## src/rtl/regfile_wb_arbiter_pkg.sv

```systemverilog
// Shared types and defaults for the register-file writeback arbiter.
package regfile_wb_arbiter_pkg;

  typedef enum logic [1:0] {
    ST_IDLE  = 2'd0,
    ST_PEND  = 2'd1,
    ST_FORCE = 2'd2
  } state_e;

  localparam int XLEN_DEF     = 32;
  localparam int REG_AW_DEF   = 5;
  localparam int MAX_WAIT_DEF = 4;

endpackage

```

## src/rtl/regfile_wb_arbiter.sv

```systemverilog
// Arbitrates the RF write port: pipe writeback has priority, a 1-entry buffer holds a divider result
// (earliest write 1 cycle after capture, forced stall after MAX_WAIT losses). Macro RF_WAW_SQUASH_EN squashes WAW-superseded results.
module regfile_wb_arbiter
  import regfile_wb_arbiter_pkg::*;
#(
  parameter int XLEN     = XLEN_DEF,
  parameter int REG_AW   = REG_AW_DEF,
  parameter int MAX_WAIT = MAX_WAIT_DEF
) (
  input  logic              clk,
  input  logic              rst,
  input  logic              pipe_wr_en,
  input  logic [REG_AW-1:0] pipe_wr_addr,
  input  logic [XLEN-1:0]   pipe_wr_data,
  input  logic              div_valid,
  output logic              div_ready,
  input  logic [REG_AW-1:0] div_addr,
  input  logic [XLEN-1:0]   div_data,
  output logic              rf_wr_en,
  output logic [REG_AW-1:0] rf_wr_addr,
  output logic [XLEN-1:0]   rf_wr_data,
  output logic              stall_req,
  output logic              pend_valid,
  output logic [REG_AW-1:0] pend_addr
);

  localparam int CW = $clog2(MAX_WAIT + 1);

  state_e            state_q, state_d;
  logic [CW-1:0]     wait_cnt_q, wait_cnt_d;
  logic [REG_AW-1:0] buf_addr_q, buf_addr_d;
  logic [XLEN-1:0]   buf_data_q, buf_data_d;

  logic pipe_act;
  logic use_buf;

  assign pipe_act = pipe_wr_en && (pipe_wr_addr != '0);

  always_comb begin
    state_d    = state_q;
    wait_cnt_d = wait_cnt_q;
    buf_addr_d = buf_addr_q;
    buf_data_d = buf_data_q;
    case (state_q)
      ST_IDLE: begin
        // Results for x0 are accepted and dropped without touching the buffer.
        if (div_valid && (div_addr != '0)) begin
          state_d    = ST_PEND;
          wait_cnt_d = '0;
          buf_addr_d = div_addr;
          buf_data_d = div_data;
        end
      end
      ST_PEND: begin
        if (!pipe_act) begin
          state_d = ST_IDLE;
        end
`ifdef RF_WAW_SQUASH_EN
        else if (pipe_wr_addr == buf_addr_q) begin
          state_d = ST_IDLE;
        end
`endif
        else begin
          wait_cnt_d = wait_cnt_q + CW'(1);
          if (wait_cnt_q == CW'(MAX_WAIT - 1)) begin
            state_d = ST_FORCE;
          end
        end
      end
      ST_FORCE: state_d = ST_IDLE;
      default:  state_d = ST_IDLE;
    endcase
  end

  always_ff @(posedge clk or posedge rst) begin
    if (rst) begin
      state_q    <= ST_IDLE;
      wait_cnt_q <= '0;
      buf_addr_q <= '0;
      buf_data_q <= '0;
    end else begin
      state_q    <= state_d;
      wait_cnt_q <= wait_cnt_d;
      buf_addr_q <= buf_addr_d;
      buf_data_q <= buf_data_d;
    end
  end

  // Outputs are forced low while reset is asserted, including the pipe pass-through.
  assign use_buf    = (state_q == ST_FORCE) || ((state_q == ST_PEND) && !pipe_act);
  assign rf_wr_en   = !rst && (use_buf || pipe_act);
  assign rf_wr_addr = rst ? '0 : (use_buf ? buf_addr_q : pipe_wr_addr);
  assign rf_wr_data = rst ? '0 : (use_buf ? buf_data_q : pipe_wr_data);
  assign stall_req  = !rst && (state_q == ST_FORCE);
  assign div_ready  = !rst && (state_q == ST_IDLE);
  assign pend_valid = !rst && (state_q != ST_IDLE);
  assign pend_addr  = pend_valid ? buf_addr_q : '0;

endmodule

```

## config.mk

```make
export PLATFORM = sky130hd
export DESIGN_NAME = regfile_wb_arbiter
export DESIGN_NICKNAME = d
export VERILOG_FILES = /design/src/rtl/regfile_wb_arbiter_pkg.sv /design/src/rtl/regfile_wb_arbiter.sv
export SDC_FILE = /design/constraint.sdc
export NUM_CORES = 1
export LEC_CHECK = 0
export ABC_CLOCK_PERIOD_IN_PS = 6330
export CAP_MARGIN = 20
export CELL_PAD_IN_SITES_DETAIL_PLACEMENT = 1
export CELL_PAD_IN_SITES_GLOBAL_PLACEMENT = 2
export CORE_UTILIZATION = 26
export DETAILED_ROUTE_END_ITERATION = 16
export GPL_ROUTABILITY_DRIVEN = 0
export PLACE_DENSITY_LB_ADDON = 0.15
export SYNTH_ARGS = -nofsm -noshare
export SYNTH_HDL_FRONTEND = slang
export SYNTH_SLANG_ARGS = --single-unit
export TNS_END_PERCENT = 50
```

## constraint.sdc

```tcl
create_clock -name clk -period 6.33 [get_ports clk]
set_input_delay 0.9495 -clock clk [delete_from_list [all_inputs] [get_ports clk]]
set_output_delay 0.9495 -clock clk [all_outputs]
set_load 0.02 [all_outputs]
```

* Yosys cells after proc, flatten, opt, wreduce, memory -nomap -nowiden
Index checks and enable logic that the tools add are counted.
** Word-level totals
- Register bits :: 42
- Input port bits :: 78
- Output and inout bits :: 46
- Logic and storage cells :: 42
** Cells by class
- Add/subtract/negate cells :: 1
- Equal/unequal tests :: 6
- Muxes and demuxes :: 12
- Reduce and logical (&&, ||, !) cells :: 19
** Operators by type and width (number)
- 32-bit two-way mux :: 2
- 5-bit two-way mux :: 3
- 5-bit nonzero test :: 2
- 1-bit logical AND :: 7
- 2-bit two-way mux :: 3
- 3-bit two-way mux :: 2
- 3-bit case mux with 2 select lines :: 1
- 2-bit inequality test (second input constant) :: 2
- 2-bit case mux with 2 select lines :: 1
- 2-bit AND reduction :: 2
- 2-bit nonzero test :: 2
- 3-bit by 1-bit adder with 3-bit output (second input constant) :: 1
- 3-bit by 2-bit == test with 1-bit output (second input constant) :: 1
- 3-bit inequality test (second input constant) :: 1
- 3-bit AND reduction :: 1
- 2-bit by 1-bit == test with 1-bit output (second input constant) :: 1
- 2-bit == test (second input constant) :: 1
- 1-bit zero test :: 2
- 2-bit zero test :: 1
- 1-bit logical OR :: 2

* Depth between registers and ports, before layout
- Word-level depth :: 7
- Depth in mapped cells :: 8
- Mapped depth without buffers :: 4

* Worst setup path before layout
OpenSTA, ideal clock, no wires.
- Path type :: input to output
- From :: in rst
- To :: out rf_wr_data[10]
- Arrival time :: 3.199 ns
- Data required time :: 5.380 ns
- Path slack :: 2.181 ns
- Cell stages on the path :: 4
- Path buffers :: 1
- Cell sequence :: inv_1 > clkbuf_1 > o221ai_1 > a21oi_1
** Between the ends
- Word-level cells in the longest chain between the ends :: 1
** Ends and longest elaborated chain
- from (decl) :: RTL line regfile_wb_arbiter.sv:11 : input logic rst,
- 32-bit two-way mux :: RTL line regfile_wb_arbiter.sv:93 : assign rf_wr_data = rst ? '0 : (use_buf ? buf_data_q : pipe_wr_data);
- to (decl) :: RTL line regfile_wb_arbiter.sv:21 : output logic [XLEN-1:0] rf_wr_data,
Every way passes these cells.

* Worst setup path after layout
- From :: in pipe_wr_addr[4]
- To :: out rf_wr_data[14]
** Between the ends
- Word-level cells in the longest chain between the ends :: 7
** Ends and longest elaborated chain
- from (decl) :: RTL line regfile_wb_arbiter.sv:13 : input logic [REG_AW-1:0] pipe_wr_addr,
- 5-bit nonzero test :: RTL line regfile_wb_arbiter.sv:37 : assign pipe_act = pipe_wr_en && (pipe_wr_addr != '0);
- 1-bit logical AND :: RTL line regfile_wb_arbiter.sv:37
- 1-bit zero test :: RTL line regfile_wb_arbiter.sv:90 : assign use_buf = (state_q == ST_FORCE) || ((state_q == ST_PEND) && !pipe_act);
- 1-bit logical AND :: RTL line regfile_wb_arbiter.sv:90
- 1-bit logical OR :: RTL line regfile_wb_arbiter.sv:90
- 32-bit two-way mux (2 in a row) :: RTL line regfile_wb_arbiter.sv:93
Every way passes these cells.

==> impl_results.md <==
- Crit path max-delay cell type: or3_1
- ANT cells: 0
- Mapped Nets: 365
- Initial core utilization: 0.270
- Mapped cell area: 2810 µm²
- Pre-antenna DRT Iters: 4
- Relative slew margins: 0.299
- Worst EP required: 5.38 ns
- Worst path top cell family by delay: simple AND/OR/NAND/NOR gates
- Final Hold Viols: 0
- Core area: 10,400 µm²
- Rows: 37
- Reg2reg start: state_q[1]
- Vias: 2,582
- Design Power: 1.14 mW
- Gates resized, CTS repair: 0
- Die area: 11,200 µm²
- Multi-input logic area: 1620 µm²
- CTS tree: built
- Highest clock rate: 208 MHz
- Tmin final: 4.81 ns
- Post-Syn Area per Cell: 9.86 µm²
- CTS sink count: 42
- Worst R2R End: buf_data_q[31]
- Sequential power share: 0.396
- Top cell type's share of synthesized area: 0.374
- First-pass GRT wire length: 14,300 µm
- Internal power: 0.714 mW
- Nets: 479
- Synth cell count leaders: 50 x mux2_2, 42 x dfrtp_1, 38 x nand2_1
- Actual slew at the worst max-slew pin: 1.05 ns
- Residual DRC count: 0
- Seq cells post-synth: 42
- I/O Pins: 124
- Switching share of power: 0.371
- Clk buf depth: 2
- Drt wl/cell: 16.1 µm
- Crit path top cell by count: clkdlybuf4s50_1
- Synth Warn #: 0
- Clock network power share: 0.151
- Die Ht: 106 µm
- Initial antenna violation count: 0
- EDFF count, synth: 0
- Crit Path Class: input pin to primary output
- Final Cycle Share: 0.760
- Gr usage total: 0.160
- Reg area: 1050 µm²
- CTS Hold Buffers Added: 0
- Die Width: 106 µm
- Reg clk slew, reported paths: 0.08 ns
- Syn Inst Count: 285
- Nature of the critical path startpoint: input pin
- Synth cell types: 31
- Vias per std cell: 4.83
- Placement Cell Area: 4120 µm²
- Hold WS: 0.504 ns
- Setup slack after layout: 1.52 ns
- Crit-path max FO: 17
- Final ANT Viol Nets: 0
- H-tree levels: 2
- R2R depth: 5
- Endpoints failing setup: 0
- Syn-to-layout area delta: 50.3%
- Final wirelength: 8590 µm
- Ys async rst share: 1.00
- IO Port Bufs: 123
- Instance count on the critical path: 6
- Crit path largest cell delay: 0.77 ns
- NetSw: 0.421 mW
- Crit path capture type: primary output
- Fill count: 1,193
- Beginning of the critical path: pipe_wr_addr[4]
- Setup TNS: 0 ns
- Worst path bufs/invs: 2
- VDD IR max: 0.0000940 V
- Status: finished clean
- Combinational share of power: 0.453
- Clock Skew: 0.0115 ns
- Synth area leader: dfrtp_1
- Largest net degree at the start of global routing: 42
- Non-Filler Cell Area, Final: 4220 µm²
- HP Class: register to register
- Pre-CTS setup slack: 1.49 ns
- GRT overflow: 0
- Cts bufs inserted: 5
- R2r setup slk: 4.18 ns
- Synth area leaders: dfrtp_1 37%, mux2_2 20%, a21oi_1 6.6%
- Most common cell in the netlist: mux2_2
- Register area share after synthesis: 0.374
- Worst hold path stage count: 1
- Unrepaired setup endpoints after global routing: false
- Worst path cell trace: clkdlybuf4s50_1 > or4_4 > or3_1 > mux2i_1 > a21oi_1 > clkdlybuf4s50_1
- Most used DFF post-synth: dfrtp_1
- Initial drt markers: 62
- Hold Path End: buf_data_q[21]
- Hpwl dp: 6140 µm
- Power per cell area: 269 nW/µm²
- Share of layout cells above drive strength 1: 0.216
- Worst EP arrival: 3.86 ns
- Lkg Pwr: 1.75 nW
- Worst-Skew Late Latency: 0.30 ns
- Final Max Tran Viols: 0
- Post-CTS setup buffers: 0
- Clk root buf: clkbuf_8
- Vias in the first global route: 2,801
- Hold wc startpoint: buf_data_q[21]
- Max_cap viols: 0
[how the worst max path moves through the flow]
stage / to
final: rf_wr_data[14]
after global routing: rf_wr_data[31]
after CTS: rf_wr_data[31]
after detailed placement: rf_wr_data[31]
after global placement: rf_wr_data[14]
after floorplan: rf_wr_data[10]
[final cells by class]
class	count	share of cell area
Clock buffer	5	0.0163
Clock inverter	2	0.00237
Inverter	4	0.00356
Multi-Input combinational cell	216	0.383
Sequential cell	42	0.249
Tap cell	136	0.0403
Timing Repair Buffer	130	0.306
[power groups by stage]
stage                     Sequential [mW]  Combinational [mW]  Clock, mW
final                               0.450               0.514      0.171
after global routing                0.467               0.565      0.190
after CTS                           0.453               0.521      0.178
after detailed placement            0.459               0.519          0
after global placement              0.451               0.509          0
after floorplan                     0.424               0.330          0
[flip-flops by register name (all words and copies together) (netlist names)]
| register | flops |
|---|---|
| buf_data_q | 32 |
| state_q | 2 |
| buf_addr_q | 5 |
| wait_cnt_q | 3 |
[per-stage QoR]
| step | cells | utilization |
|---|---|---|
| 3_3_place_gp | 526 | 0.396 |
| 6_report | 535 | 0.405 |
| 4_1_cts | 533 | 0.403 |
| 2_1_floorplan | 285 | - |
| 5_1_grt | 535 | 0.405 |
| 3_5_place_dp | 526 | 0.396 |
[worst reg2reg max path, delay by kind of cell (launching register included)]
kind / cells / cell delay [ns]
flops: 1 / 0.67
buf+inv: 2 / 0.74
simple gates: 1 / 0.08
compound gates: 1 / 0.13
mux: 1 / 0.41
[placed cells by master (no fill, tap or decap), types with 2 or more instances in the layout]
cell | synthesis | layout
clkdlybuf4s50_1 | 0 | 123
nand2_1 | 38 | 38
nand3_1 | 3 | 3
nor2_1 | 5 | 5
clkbuf_8 | 0 | 5
o221ai_1 | 18 | 18
inv_1 | 4 | 3
nand2b_1 | 2 | 2
mux2i_1 | 17 | 17
and2_1 | 5 | 5
buf_4 | 2 | 6
clkinv_2 | 0 | 2
dfrtp_1 | 42 | 42
mux2_2 | 50 | 50
or2_2 | 17 | 17
ha_1 | 2 | 2
o211ai_1 | 2 | 2
mux2_1 | 4 | 4
a21oi_1 | 37 | 37
o21ai_0 | 6 | 6
[cell families (layout without fill, tap and decap cells)]
group | count (synthesis) | in the layout | synth area share
buffers and inverters | 27 | 141 | 0.0503
flip-flops | 42 | 42 | 0.374
AND/OR/NAND/NOR | 76 | 76 | 0.132
adder cells (fa/ha/maj) | 2 | 2 | 0.00891
AO/OA/AOI/OAI | 67 | 67 | 0.157
multiplexers | 71 | 71 | 0.277
[per-layer routing]
layer,global-route usage,part of all wire,vias to the layer above
met1,0.207,0.47,1239
met2,0.266,0.46,81
met3,0.0466,0.066,4
met5,0,0,-
met4,0.0298,0.0055,0
li1,-,-,1258
Power figures use the tool's default switching activity.
